File: src/rtl/cic_interp_sequencer.sv
// rtl/cic_interp_sequencer.sv - tick, handshake and strobe sequencer for the CIC interpolation chain
// The first enabled cycle only loads the ratio, so the first tick lands div_cfg+1 cycles later.
module cic_interp_sequencer #(
  parameter int DATA_W  = 32,
  parameter int RATIO_W = 16,
  parameter int DIV_W   = 8,
  parameter int UCNT_W  = 16
) (
  input  logic               clk,
  input  logic               rst,
  input  logic               en,
  input  logic [RATIO_W-1:0] ratio_cfg,
  input  logic [DIV_W-1:0]   div_cfg,
  input  logic               in_valid,
  input  logic [DATA_W-1:0]  in_data,
  output logic               in_ready,
  output logic               comb_ena,
  output logic [DATA_W-1:0]  comb_in,
  output logic               integ_ena,
  output logic               zs_sel,
  output logic               out_ena,
  output logic               underrun,
  output logic [UCNT_W-1:0]  underrun_cnt,
  output logic [RATIO_W-1:0] phase
);

  localparam logic [RATIO_W-1:0] R_ONE = RATIO_W'(1);
  localparam logic [DIV_W-1:0]   D_ONE = DIV_W'(1);
  localparam logic [UCNT_W-1:0]  U_ONE = UCNT_W'(1);

  logic               run_q;
  logic [DIV_W-1:0]   div_cnt_q, div_cnt_d;
  logic [RATIO_W-1:0] phase_q, phase_d;
  logic [RATIO_W-1:0] ratio_q, ratio_d;
  logic               buf_full_q, buf_full_d;
  logic [DATA_W-1:0]  buf_q, buf_d;
  logic [DATA_W-1:0]  comb_in_q, comb_in_d;
  logic [UCNT_W-1:0]  ucnt_q, ucnt_d;
  logic               comb_ena_q, underrun_q;
  logic               tick1_q, slot1_q;
  logic               integ_ena_q, zs_sel_q, out_ena_q;

  logic               first, running, tick, slot, wrap, consume, accept;
  logic [RATIO_W-1:0] ratio_cfg_m;

  always_comb begin
    first       = en & ~run_q;
    running     = en & run_q;
    tick        = running & (div_cnt_q >= div_cfg);
    slot        = tick & (phase_q == '0);
    wrap        = phase_q >= (ratio_q - R_ONE);
    ratio_cfg_m = (ratio_cfg == '0) ? R_ONE : ratio_cfg;
    consume     = slot & buf_full_q;
    in_ready    = en & ~rst & (~buf_full_q | consume);
    accept      = in_valid & in_ready;
  end

  always_comb begin
    div_cnt_d = '0;
    if (running && !tick)
      div_cnt_d = div_cnt_q + D_ONE;

    phase_d = phase_q;
    ratio_d = ratio_q;
    if (!en) begin
      phase_d = '0;
    end else if (first) begin
      phase_d = '0;
      ratio_d = ratio_cfg_m;
    end else if (tick) begin
      // The ratio only reloads at the frame boundary so a frame is never cut short.
      if (wrap) begin
        phase_d = '0;
        ratio_d = ratio_cfg_m;
      end else begin
        phase_d = phase_q + R_ONE;
      end
    end

    buf_full_d = buf_full_q;
    buf_d      = buf_q;
    if (accept) begin
      buf_full_d = 1'b1;
      buf_d      = in_data;
    end else if (consume) begin
      buf_full_d = 1'b0;
    end

    comb_in_d = comb_in_q;
    ucnt_d    = ucnt_q;
    if (slot) begin
      comb_in_d = buf_full_q ? buf_q : '0;
      if (!buf_full_q && (ucnt_q != '1))
        ucnt_d = ucnt_q + U_ONE;
    end
  end

  always_ff @(posedge clk) begin
    if (rst) begin
      run_q       <= 1'b0;
      div_cnt_q   <= '0;
      phase_q     <= '0;
      ratio_q     <= '0;
      buf_full_q  <= 1'b0;
      buf_q       <= '0;
      comb_in_q   <= '0;
      ucnt_q      <= '0;
      comb_ena_q  <= 1'b0;
      underrun_q  <= 1'b0;
      tick1_q     <= 1'b0;
      slot1_q     <= 1'b0;
      integ_ena_q <= 1'b0;
      zs_sel_q    <= 1'b0;
      out_ena_q   <= 1'b0;
    end else begin
      run_q       <= en;
      div_cnt_q   <= div_cnt_d;
      phase_q     <= phase_d;
      ratio_q     <= ratio_d;
      buf_full_q  <= buf_full_d;
      buf_q       <= buf_d;
      comb_in_q   <= comb_in_d;
      ucnt_q      <= ucnt_d;
      comb_ena_q  <= slot;
      underrun_q  <= slot & ~buf_full_q;
      tick1_q     <= tick;
      slot1_q     <= slot;
      integ_ena_q <= tick1_q;
      zs_sel_q    <= slot1_q;
      out_ena_q   <= integ_ena_q;
    end
  end

  assign comb_ena     = comb_ena_q;
  assign comb_in      = comb_in_q;
  assign integ_ena    = integ_ena_q;
  assign zs_sel       = zs_sel_q;
  assign out_ena      = out_ena_q;
  assign underrun     = underrun_q;
  assign underrun_cnt = ucnt_q;
  assign phase        = phase_q;

endmodule

File: config.mk
export PLATFORM = sky130hd
export DESIGN_NAME = cic_interp_sequencer
export DESIGN_NICKNAME = d
export VERILOG_FILES = /design/src/rtl/cic_interp_sequencer.sv
export SDC_FILE = /design/constraint.sdc
export NUM_CORES = 1
export LEC_CHECK = 0
export ABC_AREA = 1
export ABC_CLOCK_PERIOD_IN_PS = 6600
export CORE_ASPECT_RATIO = 1.25
export CORE_UTILIZATION = 54
export DETAILED_ROUTE_END_ITERATION = 7
export DONT_BUFFER_PORTS = 1
export GPL_TIMING_DRIVEN = 0
export PLACE_DENSITY = 0.69
export SYNTH_ARGS = -nofsm -noshare
export SYNTH_HDL_FRONTEND = slang
export SYNTH_SLANG_ARGS = --single-unit
File: constraint.sdc
create_clock -name clk -period 6.6 [get_ports clk]
set_clock_uncertainty 0.15 [all_clocks]
set_input_delay 1.98 -clock clk [delete_from_list [all_inputs] [get_ports clk]]
set_output_delay 1.98 -clock clk [all_outputs]
set_load 0.01 [all_outputs]
==> results.py <==
metrics = {
    "worst_setup_path": {
        "cp-start-kind": "input port",
        "cpMaxStageDelayCell": "a21boi_0",
        "rrSetupSlack_ps": 3080,
        "cp_max_fo": 10,
        "endpoint_kind": "primary output",
        "cp_cell_sequence": "inv_1 > ha_1 > nand2_1 > nand3_1 > nand2_1 > nand2_1 > nand2_1 > nand2_1 > nand3_2 > clkbuf_1 > a21boi_0",
        "crit_buf_inv": 2,
        "worstPathRequired_ps": 4470,
        "path_delay_family": "simple AND/OR/NAND/NOR gates",
        "worstSetupPathType": "in2out",
        "critical_path.most_common_cell": "nand2_1",
        "crit_arrival_ps": 3740,
        "slowest_delay_ps": 530,
    },
    "grt": {
        "overflow": 0,
        "grt_max_degree": 17,
        "grt_pass1_vias": 5761,
        "grt_pass1_wl_um": 27100,
        "grtUsageTotal_pct": 26.2,
        "antenna_found_initial": 0,
    },
    "cells_and_area": {
        "nNetsFinal": 1131,
        "drive_above_1_share_pct": 6.26,
        "diodes": 0,
        "design_area_um2": 7730,
        "areaGrowthSynthToFinish_pct": 11.9,
        "utilization_pct": 62.7,
    },
    "clock_network": {
        "clk-insertion-delay-late_ps": 410,
        "cts_buffer_depth": 2,
        "cts_buffers": 17,
        "htreeDepth": 4,
        "clk_pin_slew_worst_paths_ps": 60,
        "cts_tree": "built",
        "cts.sinks": 128,
        "post_cts_buffers": 0,
        "cts_resized": 0,
        "hold_buffers": 0,
        "root_buffer": "clkbuf_16",
    },
    "logic_synthesis": {
        "yosys.area.top_type": "dfxtp_1",
        "synth_area_leaders": "dfxtp_1 (37%), nand2_1 (13%), inv_1 (9.6%)",
        "synth_seq_cells": 128,
        "ys_warn_count": 0,
        "avgSynthCellArea_um2": 6.75,
        "synth_ff_type": "dfxtp_1",
        "synthArstFlopShare_pct": 0,
        "ys_types": 32,
        "ys_seq_area_share_pct": 37.1,
        "syn_area_um2": 6910,
        "synth_top_area_share_pct": 37.1,
        "synth-edff-count": 0,
        "synth.most_common_cell": "nand2_1",
        "syn-num-nets": 1112,
        "synthCells": 1023,
        "yosys-top-cells-count": "nand2_1 (230), inv_1 (176), nor2_1 (133)",
    },
    "floorplanning": {
        "design.core.area_um2": 12300,
        "die_height_um": 128,
        "die_w_um": 103,
        "rows": 45,
        "pin_count": 130,
        "die_area_um2": 13200,
        "start_util_pct": 56.0,
    },
    "pwr": {
        "vdd_drop_max_v": 0.000143,
        "power.density_nw_per_um2": 250,
        "leakage_uw": 0.00348,
    },
    "timing": {
        "rsz0062_at_grt": "no",
        "timing.final.crit_share_pct": 88.9,
        "maxSlewViolCount": 0,
        "hold_viol": 0,
        "worst_pin_slew_ps": 608,
        "fmax_mhz": 170,
        "setup_viol": 0,
        "fin_setup_tns_ps": 0,
        "finalCriticalPeriod_ps": 5870,
        "slew_headroom_pct": 59.3,
        "fin_ws_ps": 731,
    },
    "drt": {
        "via_count": 6168,
        "postRouteAntennaNets": 0,
        "drc": 0,
        "firstDrtPassIters": 4,
        "via_per_inst": 5.06,
        "wl_um": 16200,
        "post_drt_wl_per_cell_um": 13.3,
        "first_iter_violations": 272,
    },
    "min_path": {
        "hp-class": "reg2reg",
    },
    "flow_run": {
        "cap_violations": 0,
    },
    "placement": {
        "detailed_place.area_um2": 7110,
        "dp_hpwl_um": 12100,
        "gp_congestion": 0.858,
        "port_buffers": 0,
        "post-place-ws_ps": 731,
    },
    "run_status": {
        "status": "finished clean",
    },
}
## layer usage
layer	track usage (%)	up-vias	share of wire, %
met5	0	-	0
met4	8.78	0	1.4
met3	8.37	24	6.6
met2	46.4	150	50
met1	29.4	2723	42
li1	-	3271	-
## worst paths after layout
kind / start / endpoint / depth (start not counted)
worst min-delay path: tick1_q / integ_ena / 2
worst max-delay path: div_cfg[1] / in_ready / 11
worst min register to register: tick1_q / integ_ena / 2
worst max register to register: ratio_q[0] / phase[7] / 19
## logic make-up (layout without fill, tap and decap cells)
| logic type | after synthesis | count (layout) | share of synthesized area [%] |
|---|---|---|---|
| AOI/OAI and AO/OA | 76 | 76 | 5.74 |
| DFF | 128 | 128 | 37.1 |
| adders and majority gates | 29 | 29 | 5.25 |
| xor gates and xnor gates | 37 | 37 | 4.69 |
| buffers and inverters | 229 | 261 | 13.3 |
| and+or+nand+nor | 524 | 524 | 33.9 |
## cells in the final DEF, fill, tap and decap left out
cell          n
nand3_2       2
buf_4         2
a31oi_1       1
nor2_1      133
a21o_1        1
clkbuf_8      5
o21a_1        1
nand3_1      39
nand2_4       1
nand4_1      91
o21ai_0       7
a21oi_1      63
dfxtp_1     128
inv_6         2
nand2_1     230
a21boi_0      1
clkbuf_16    17
buf_6         4
nor3_2        1
nand3b_1      4
clkinv_4      2
xnor2_1      12
buf_1        10
inv_2         3
nor2_2        2
a21oi_2       2
nor4_1        5
xor2_1       25
bufinv_16     2
buf_2        15
or2_2         1
inv_1       176
nor3_1       11
nand3_4       1
ha_1         29
nor3b_1       3
clkbuf_1     19
clkinvlp_4    4
## layout make-up
cell class / instances / area (um^2)
buffer: 50 / 244
sequential: 128 / 2560
multi-input combinational: 666 / 3430
tap: 164 / 205
inverter: 179 / 672
clock inverter: 10 / 125
clock buffer: 22 / 494
fill: 1163 / 4600
## metrics by stage
| step | std cells | hold slack (ps) | power (uW) |
|---|---|---|---|
| 3_5_place_dp | 1187 | 265 | 983 |
| 3_3_place_gp | 1187 | 265 | 981 |
| 5_1_grt | 1219 | 300 | 2010 |
| 4_1_cts | 1219 | 282 | 1940 |
| 2_1_floorplan | 1023 | 238 | 950 |
| 6_report | 1219 | 279 | 1930 |
## state kept, by name (all words and copies together) (netlist names), 8 cells and up
| signal | count |
|---|---|
| div_cnt_q | 8 |
| buf_q | 32 |
| phase | 16 |
| ratio_q | 16 |
| underrun_cnt | 16 |
| comb_in | 32 |
## worst reg2reg max path: cells and delay by family (launching register included)
kind                     cells  cell delay (ps)
adder cells (fa/ha/maj)      2              360
AO/OA/AOI/OAI                1              130
XOR/XNOR                     1              140
flip-flops                   1              320
buffers and inverters        3              180
AND/OR/NAND/NOR             12             2140
## report_power, final
part           switching [uW]  internal, uW
clock                     356           610
sequential               11.0           790
combinational             106          59.9
(Power assumes the default switching activity.)
